**src/rtl/nand_reduce_seq_v.sv**
```systemverilog
// nand_reduce_seq_v: WIDTH-input NAND computed on one shared external NAND2.
// Build option: define NAND_SEQ_EARLY_EXIT_EN to finish at the first 0 bit.

module nand_reduce_seq_v #(
    parameter int WIDTH = 4
) (
    input  logic             i_clk,
    input  logic             i_rst,
    input  logic             i_start_valid,
    output logic             o_start_ready,
    input  logic [WIDTH-1:0] i_operand,
    output logic             o_result_valid,
    input  logic             i_result_ready,
    output logic             o_result,
    output logic             o_busy,
    output logic             o_gate_en,
    output logic             o_gate_a,
    output logic             o_gate_b,
    input  logic             i_gate_f
);

    localparam int KW = $clog2(WIDTH);
    localparam logic [KW-1:0] K_LAST = KW'(WIDTH - 1);

    typedef enum logic [1:0] {
        IDLE,
        NAND,
        INV,
        DONE
    } state_t;

    state_t           state;
    logic [WIDTH-1:0] op;
    logic             acc;
    logic             t;
    logic [KW-1:0]    k;
    logic             last;
    logic             finish;

    assign last = (k == K_LAST);

    // A NAND step ends the run on the last bit, or on a found 0 bit
    // when early exit is built in (the gate output is then already 1).
`ifdef NAND_SEQ_EARLY_EXIT_EN
    assign finish = last || i_gate_f;
`else
    assign finish = last;
`endif

    assign o_start_ready = (state == IDLE);
    assign o_busy        = (state != IDLE);

    // Gate inputs: NAND step uses acc/op[k], NOT step feeds t to both pins
    always_comb begin
        o_gate_en = 1'b0;
        o_gate_a  = 1'b0;
        o_gate_b  = 1'b0;
        unique case (1'b1)
            (state == NAND): begin
                o_gate_en = 1'b1;
                o_gate_a  = acc;
                o_gate_b  = op[k];
            end
            (state == INV): begin
                o_gate_en = 1'b1;
                o_gate_a  = t;
                o_gate_b  = t;
            end
            default: begin
                o_gate_en = 1'b0;
            end
        endcase
    end

    // Sequencer: accept, alternate NAND/NOT evaluations, hold result
    always_ff @(posedge i_clk) begin
        if (i_rst) begin
            state          <= IDLE;
            op             <= '0;
            acc            <= 1'b0;
            t              <= 1'b0;
            k              <= '0;
            o_result       <= 1'b0;
            o_result_valid <= 1'b0;
        end else begin
            unique case (state)
                IDLE: begin
                    if (i_start_valid) begin
                        op    <= i_operand;
                        acc   <= i_operand[0];
                        k     <= KW'(1);
                        state <= NAND;
                    end
                end
                NAND: begin
                    if (finish) begin
                        o_result       <= i_gate_f;
                        o_result_valid <= 1'b1;
                        state          <= DONE;
                    end else begin
                        t     <= i_gate_f;
                        state <= INV;
                    end
                end
                INV: begin
                    acc   <= i_gate_f;
                    k     <= k + KW'(1);
                    state <= NAND;
                end
                DONE: begin
                    if (i_result_ready) begin
                        o_result_valid <= 1'b0;
                        state          <= IDLE;
                    end
                end
                default: begin
                    state <= IDLE;
                end
            endcase
        end
    end

endmodule
```
**config.mk**
```make
export PLATFORM = sky130hd
export DESIGN_NAME = nand_reduce_seq_v
export DESIGN_NICKNAME = d
export VERILOG_FILES = /design/src/rtl/nand_reduce_seq_v.sv
export SDC_FILE = /design/constraint.sdc
export NUM_CORES = 1
export LEC_CHECK = 0
export ABC_AREA = 1
export BUFFER_PORTS_ARGS = -buffer_cell sky130_fd_sc_hd__buf_2
export CAP_MARGIN = 15
export CORE_UTILIZATION = 25
export DETAILED_ROUTE_END_ITERATION = 8
export SETUP_SLACK_MARGIN = 0.4
export SLEW_MARGIN = 25
export SYNTH_ARGS = -nofsm -noshare
export SYNTH_HDL_FRONTEND = slang
export SYNTH_SLANG_ARGS = --single-unit
```
**constraint.sdc**
```tcl
create_clock -name i_clk -period 1.1 [get_ports i_clk]
set_input_delay 0.11 -clock i_clk [delete_from_list [all_inputs] [get_ports i_clk]]
set_output_delay 0.11 -clock i_clk [all_outputs]
set_load 0.05 [all_outputs]
```
== After elaboration in Yosys (flattened, before gate mapping) ==
Cells that the tools add are included.

* Add/sub/neg operators: 1
* Multiply operators: 0
* Div/mod/pow operators: 0
* $lt $le $gt $ge: 1
* Eq/ne operators: 7
* Shifts and indexed selects: 0
* Multiplexer cells: 15
* Bitwise logic cells: 1
* Reduce and logical (&&, ||, !) cells: 11

{| class="wikitable"
|+ Operators with widths
! operator !! number
|-
| $reduce_and A2 Y1 || 5
|-
| $pmux W1 S2 || 4
|-
| $pmux W2 S4 || 1
|-
| $eq A2 B2 Y1 const B || 3
|-
| $mux W1 || 6
|-
| $ne A2 B2 Y1 const B || 3
|-
| $reduce_bool A2 Y1 || 3
|-
| $mux W2 || 2
|-
| $pmux W2 S2 || 1
|-
| $lt A2 B3 Y1 const B || 1
|-
| $reduce_and A3 Y1 || 1
|-
| $add A2 B1 Y2 const B || 1
|-
| $bmux W1 S2 || 1
|-
| $eq A2 B1 Y1 const B || 1
|-
| $logic_not A2 Y1 || 1
|-
| $reduce_or A2 Y1 || 1
|-
| $not A1 Y1 || 1
|}

* Bits in registers: 12
* Latch bits: 0
* Bits in writable memories: 0
* Memory bits (read-only): 0
* Input bits: 9
* Output and inout port bits: 7
* Word-level logic and storage cells: 43
* Memories: 0

== Logic depth before layout (Yosys ltp) ==
Gate-level depths: netlist of the first run.

* Word-level depth: 3
* Gate-level depth with buffers: 7
* Gate-level depth less buffers: 6

== Worst setup path after synthesis of the first run ==
No wires, ideal clock.

* Path type: reg-to-output
* Start: reg state[0]
* End: out o_gate_a
* Arrival: 1.885 ns
* Data required time: 0.990 ns
* Setup slack: -0.895 ns
* Cell stages (with the launch flop): 5
* Path buffers: 0
* Cell sequence: dfxtp_1 > inv_1 > ha_1 > inv_1 > a21oi_1

* Word-level cells in the longest chain between the ends: 2
* Elaborated cells on any way between the ends: 3
* Classes of those cells: eq/ne (2); mux (1)

{| class="wikitable"
|+ Ends and longest elaborated chain
! what !! line !! text
|-
| start, declared || 32 || <nowiki>state_t state;</nowiki>
|-
| start signal, assigned || 78 || <nowiki>state <= IDLE;</nowiki>
|-
| start signal, assigned || 92 || <nowiki>state <= NAND;</nowiki>
|-
| start signal, assigned || 99 || <nowiki>state <= DONE;</nowiki>
|-
| $eq A2 B2 Y1 / $eq A2 B1 Y1 (equally long branches) || 64, 59 ||
|-
| $pmux W1 S2 (*) || 58 || <nowiki>unique case (1'b1)</nowiki>
|-
| end, declared || 17 || <nowiki>output logic o_gate_a,</nowiki>
|}

Every way passes the cells marked *; elsewhere a longest branch is shown, timed or not.

== Final worst setup path of the first run ==
* Start: reg state[1]
* End: out o_gate_b

* Word-level cells in the longest chain between the ends: 2
* Elaborated cells on any way between the ends: 3
* Classes of those cells: eq/ne (2); mux (1)

{| class="wikitable"
|+ Ends and longest elaborated chain
! what !! line !! text
|-
| $eq A2 B2 Y1 / $eq A2 B1 Y1 (equally long branches) || 64, 59 ||
|-
| $pmux W1 S2 (*) || 58 ||
|-
| end, declared || 18 || <nowiki>output logic o_gate_b,</nowiki>
|}

Marked as above.

==> results.toml, run 1 <==
[status]
outcome = "finished, violations left"
violations = "setup timing"

[timing]
slew_violations = 0
max_freq_ghz = 0.709
slew_headroom_pct = 74.9
setup_tns_ps = -2060
period_needed_ps = 1410
hold_violations = 0
rsz0062_at_grt = "true"
fin_skew_ps = 6.75
fin_crit_sh_pct = 128
setup_viol = 16
fin_ws_ps = -311
whs_ps = 62.8
worstMarginPinSlew_ps = 376

[setup_path]
worst_path_most_repeated_cell = "inv_4"
reg2reg_from = "state[0]"
crit_fanout = 3
required_ps = 990
cpPeakStageDelay_ps = 390
worstPathArrival_ps = 1300
slowest_stage = "dfxtp_4"
startpoint_type = "register"
r2r-end = "state[1]"
worstPathCellList = "inv_4, ha_4, inv_4, a21oi_4, buf_6"
worstPathBufferInverterCount = 3
reg2reg_slack_ps = -160
endpoint_kind = "output pin"
crit_family = "flip-flops"
crit_type = "reg -> out"
ff2ff_path_depth = 6
crit_cells = 5

[yosys]
ys_ff_latch = 12
synth_edf_count = 0
syn_area_um2 = 643
synthSimpleGateAreaFrac_pct = 18.9
syn-num-nets = 102
syn_inst = 87
synth.most_common_cell = "nand2_1"
synth_mux_area_share_pct = 0
synth_top_family_by_area = "compound AO/OA/AOI/OAI gates"
synth_top_area_share_pct = 37.4
ys_types = 14
ys.flop_type = "dfxtp_1"
async_flop_share_pct = 0
ys_seq_area_share_pct = 37.4
syn_avg_cell_area_um2 = 7.39
yosys.area.top_type = "dfxtp_1"
synthAdderAreaFrac_pct = 11.7
synthTopCellsByCount = "nand2_1, inv_1, a21oi_1"
synth-xor-area-share_pct = 0
yosys_warnings = 0
synth.area.top_cells = "dfxtp_1, ha_1, nand2_1"
synth-compound-area-share_pct = 21.0

[cells_and_area]
antenna_cells = 0
drive_above_1_share_pct = 59.0
area_growth_syn_to_layout_pct = 78.4
final_nets = 133
stdcell_count = 147

[die]
core_um2 = 2450
die_w_um = 52.7
num_io_pins = 16
row_count = 18
start_util_pct = 26.2
die_h_um = 52.7
die-area_um2 = 2780

[drt]
wl_um = 1690
drcViolationCount = 0
dr.pass1.iters = 4
wl_per_cell_um = 11.5
drt_iter0_drc = 3
vias = 671
wl_met2_um = 901
drt-met1-wl_um = 700
via_per_inst = 4.56
top_layer = "met3"
wl_met3_um = 91
ant_nets = 0

[power_and_ir_drop]
power.density_nw_per_um2 = 1940
netSwitchingPower_uw = 926
p_int_mw = 1.30
pwr-share-clk_pct = 16.0
p_seq_share_pct = 26.4
p_leak_nw = 0.491
comb_power_share_pct = 57.6
vdd_drop_max_mv = 1.60
sw_frac_of_total_pct = 41.6

[placement]
port_buffers = 15
dp.cells = 136
pre_cts_ws_ps = -155
globalplace.congestion = 0.724
dp_hpwl_um = 1060

[clock_network]
cts_root_buf = "clkbuf_4"
clkLatencyLatePin_ps = 280
clk_pin_slew_ps = 80
cts_htree_levels = 1
cts_buffers = 3
cts_tree = "done"
clock_path_buffers = 2
cts.sinks = 12
cts_hold_buffers = 0

[grt]
grt_pass1_wl_um = 2650
grt_pass1_vias = 617
grt.overflow.total = 0
antenna_found_initial = 0
grt_max_degree = 9
grtUsageTotal_pct = 13.2

[min_path]
min_to = "o_result_valid"
min_delay_path_depth = 2
worstHoldStart = "i_rst"
hold_path.class = "in -> reg"

[job]
drv_cap = 0
## power groups by stage
| stage | Sequential (mW) | Clock [mW] | Combinational, mW |
|---|---|---|---|
| 2_1_floorplan | 0.562 | 0 | 0.696 |
| 3_5_place_dp | 0.570 | 0 | 0.836 |
| 3_3_place_gp | 0.568 | 0 | 0.827 |
| 6_report | 0.587 | 0.356 | 1.28 |
| 4_1_cts | 0.583 | 0.366 | 1.21 |
| 5_1_grt | 0.597 | 0.395 | 1.37 |
## routing by layer
layer,GRT usage [%],vias up
met1,15.1,311
met4,1.32,0
li1,-,342
met3,5.51,0
met5,0,-
met2,23.2,18
## sequential cells by signal, indices dropped and copies added (netlist names)
| name | flops |
|---|---|
| k | 2 |
| o_result_valid | 1 |
| op | 4 |
| t | 1 |
| state | 2 |
| acc | 1 |
| o_result | 1 |
## cells by family after synthesis
family | count (synthesis)
AO/OA/AOI/OAI | 25
adder cells (fa/ha/maj) | 6
buffers and inverters | 17
flip-flops | 12
AND/OR/NAND/NOR | 27
## stage by stage
stage | util (%) | cell area [um^2] | total power, mW
6_report | 46.7 | 1150 | 2.23
5_1_grt | 46.7 | 1150 | 2.36
4_1_cts | 44.8 | 1100 | 2.16
3_5_place_dp | 34.5 | 847 | 1.41
3_3_place_gp | 34.5 | 847 | 1.39
2_1_floorplan | - | 708 | 1.26
## cell usage in the layout, fill, tap and decap left out
master and n:
ha_4 4, buf_8 5, clkbuf_4 3, nand2_8 2, a21oi_2 3, dfxtp_1 7, o21ai_2 7, o211ai_1 1
nand3_1 5, nand3_2 1, buf_2 8, inv_1 10, buf_4 7, a21oi_4 2, nand2_1 11, nand2_4 3
ha_1 2, inv_2 3, o21ai_4 1, dfxtp_4 3, or2_1 1, nand2_2 4, inv_4 3, a21oi_1 9
dfxtp_2 2, buf_6 7, clkbuf_8 1, o21ai_1 2
## worst max-delay path by stage
stage / start / endpoint
after floorplan: state[0] / o_gate_a
after global placement: k[0] / o_gate_b
after detailed placement: state[1] / o_result_valid
after CTS: state[0] / o_gate_a
after global routing: k[0] / o_gate_b
final: state[1] / o_gate_b
## area by class of cell
type                            instances  area, um^2
Multi-Input combinational cell         58         505
Clock buffer                            4        36.3
Fill cell                             243        1310
Timing Repair Buffer                   27         246
Tap cell                               30        37.5
Sequential cell                        12         254
Inverter                               16        67.6
## repair_timing
| action | 4_1_cts | 5_1_grt |
|---|---|---|
| pin swaps | 8 | 3 |
| buffers inserted | 5 | 2 |
| endpoints found under the setup margin | 19 | 19 |
| gates resized for setup | 51 | 9 |
Power figures use the tool's default switching activity.
==> run 2, diff against run 1 <==
--- a/config.mk
+++ b/config.mk
@@ -5,11 +5,11 @@
 export SDC_FILE = /design/constraint.sdc
 export NUM_CORES = 1
 export LEC_CHECK = 0
-export ABC_AREA = 1
 export BUFFER_PORTS_ARGS = -buffer_cell sky130_fd_sc_hd__buf_2
 export CAP_MARGIN = 15
 export CORE_UTILIZATION = 25
 export DETAILED_ROUTE_END_ITERATION = 8
+export MAX_ROUTING_LAYER = met4
 export SETUP_SLACK_MARGIN = 0.4
 export SLEW_MARGIN = 25
 export SYNTH_ARGS = -nofsm -noshare
==> run 2 against run 1 <==
Effect of this change: the run still ends with setup timing left; sequential cell count did not move; clock power is essentially flat; area after synthesis rose by 3.5%; count of clock-buffer cells in the layout stayed put; combinational power decreased by 23%; global-route usage grew 1.4 points; sequential power decreased by 11%; critical path depth unchanged; register-to-register slack got worse by 110 ps; die area is 3.4% higher; synthesized cell count decreased by 13%; critical path type unchanged; largest cell class unchanged.
==> results.toml, run 2 <==
[status]
outcome = "finished, violations left"
violations = "setup timing"

[yosys]
ys.flop_type = "dfxtp_1"
ys_types = 28
syn_inst = 76
synth-xor-area-share_pct = 0
synthSimpleGateAreaFrac_pct = 23.3
synth-compound-area-share_pct = 15.6
synth.most_common_cell = "dfxtp_1"
ys_seq_area_share_pct = 36.1
yosys.area.top_type = "dfxtp_1"
syn-num-nets = 91
synth.area.top_cells = "dfxtp_1, ha_1, a21oi_1"
synth_top_family_by_area = "simple AND/OR/NAND/NOR gates"
syn_avg_cell_area_um2 = 8.76
synth_mux_area_share_pct = 8.46
ys_ff_latch = 12
async_flop_share_pct = 0
yosys_warnings = 0
syn_area_um2 = 666
synth_top_area_share_pct = 36.1
synthAdderAreaFrac_pct = 11.3
synth_edf_count = 0
synthTopCellsByCount = "dfxtp_1, a21oi_1, nand2_1, nand3_1, ha_1"

[grt]
grtUsageTotal_pct = 14.5
grt_max_degree = 13
grt_pass1_wl_um = 2870
grt_pass1_vias = 658
grt.overflow.total = 0
antenna_found_initial = 0

[setup_path]
startpoint_type = "register"
endpoint_kind = "output pin"
worstPathBufferInverterCount = 2
crit_family = "flip-flops"
slowest_stage = "dfxtp_4"
cpPeakStageDelay_ps = 380
reg2reg_slack_ps = -270
required_ps = 990
worstPathArrival_ps = 1520
startpoint = "state[0]"
crit_end = "o_gate_b"
crit_type = "reg -> out"
reg2reg_from = "state[1]"
crit_fanout = 4
worstPathCellList = "inv_4, ha_4, nand2_2, o311ai_4, buf_6"
ff2ff_path_depth = 6
r2r-end = "k[1]"
crit_cells = 5

[timing]
slew_violations = 0
setup_viol = 17
fin_ws_ps = -534
whs_ps = 91.2
fin_skew_ps = 5.00
period_needed_ps = 1630
worstMarginPinSlew_ps = 260
slew_headroom_pct = 82.2
max_freq_ghz = 0.612
rsz0062_at_grt = "true"
hold_violations = 0
fin_crit_sh_pct = 149

[cells_and_area]
top_regs = "op x4, k x2, state x2"
largest_register = "op"
largest_reg_flops = 4
drive_above_1_share_pct = 71.2
area_growth_syn_to_layout_pct = 90.8
antenna_cells = 0
final_cell_mix = "buf_4, buf_6, dfxtp_1, buf_2"
layout_commonest_cell = "buf_4"
final_nets = 134
post-route-util_pct = 50.8

[clock_network]
cts_tree = "done"
cts_htree_levels = 1
clk_pin_slew_ps = 80
clkLatencyLatePin_ps = 280
cts_root_buf = "clkbuf_4"
clock_path_buffers = 2
cts.sinks = 12
cts_hold_buffers = 0
cts_buffers = 3

[die]
core_um2 = 2500
die-area_um2 = 2870
num_io_pins = 16
die_w_um = 53.6
die_h_um = 53.6
row_count = 18
start_util_pct = 26.6

[drt]
drt_iter0_drc = 14
wl_per_cell_um = 12.8
wl_um = 1900
drcViolationCount = 0
ant_nets = 0
via_per_inst = 4.71
dr.pass1.iters = 4
vias = 697

[power_and_ir_drop]
comb_power_share_pct = 52.6
sw_frac_of_total_pct = 36.1
p_leak_nw = 0.530
power.density_nw_per_um2 = 1470
p_int_mw = 1.19
netSwitchingPower_uw = 673
p_seq_share_pct = 28.2
vdd_drop_max_mv = 0.989
pwr-share-clk_pct = 19.2

[min_path]
min_delay_path_depth = 3
hold_path.class = "in -> reg"

[placement]
pre_cts_ws_ps = -299
globalplace.congestion = 0.827
dp_hpwl_um = 1290
port_buffers = 15

[job]
drv_cap = 0
## run 2: repair_timing
action                     in CTS  in global routing
resized for setup              28                 28
pin swaps                       3                 10
setup endpoints to repair      19                 19
buffers inserted                4                  7
## run 2: how the worst min path moves through the flow
stage	to	startpoint
3_3_place_gp	op[2]	i_operand[2]
4_1_cts	op[2]	i_operand[2]
6_report	op[1]	i_operand[1]
5_1_grt	op[3]	i_operand[3]
2_1_floorplan	k[0]	i_rst
3_5_place_dp	op[1]	i_operand[1]
## run 2: logic make-up (layout without fill, tap and decap cells)
kind of cell	count (synthesis)	in the layout
AOI/OAI and AO/OA	16	16
DFF	12	12
and+or+nand+nor	30	30
muxes	5	5
adders and majority gates	6	6
buffers and inverters	7	49
## run 2: tightest hold or removal path: stages
cell and delay, ps:
buf_2 100, nand3_1 70, a21oi_2 50
## run 2: area by class of cell
class,count,area [um^2]
Fill cell,223,1230
Multi-Input combinational cell,57,558
Timing Repair Buffer,41,367
Sequential cell,12,248
Tap cell,30,37.5
Clock buffer,4,36.3
Inverter,4,23.8
## run 2: per-layer routing
layer  share of wire, %  track usage [%]  vias to the layer above
li1                   -                -                      351
met1                 43             15.6                      329
met2                 52             26.5                       15
met3                4.3             4.24                        2
met4               0.74             2.63                        0
met5                  0                -                        -
## run 2: metrics by stage
| stage | TNS, ps | cell area [um^2] | power (mW) | instances |
|---|---|---|---|---|
| 2_1_floorplan | -2110 | 733 | 0.996 | 76 |
| 3_3_place_gp | -1990 | 938 | 1.17 | 133 |
| 3_5_place_dp | -2300 | 938 | 1.18 | 133 |
| 4_1_cts | -3510 | 1110 | 1.70 | 141 |
| 5_1_grt | -4790 | 1270 | 1.96 | 148 |
| 6_report | -3830 | 1270 | 1.86 | 148 |
## run 2: power by group through the flow
stage / sequential (mW) / clock (mW) / combinational (mW)
4_1_cts: 0.515 / 0.364 / 0.819
3_3_place_gp: 0.522 / 0 / 0.650
2_1_floorplan: 0.526 / 0 / 0.470
6_report: 0.525 / 0.358 / 0.980
3_5_place_dp: 0.524 / 0 / 0.660
5_1_grt: 0.530 / 0.395 / 1.04
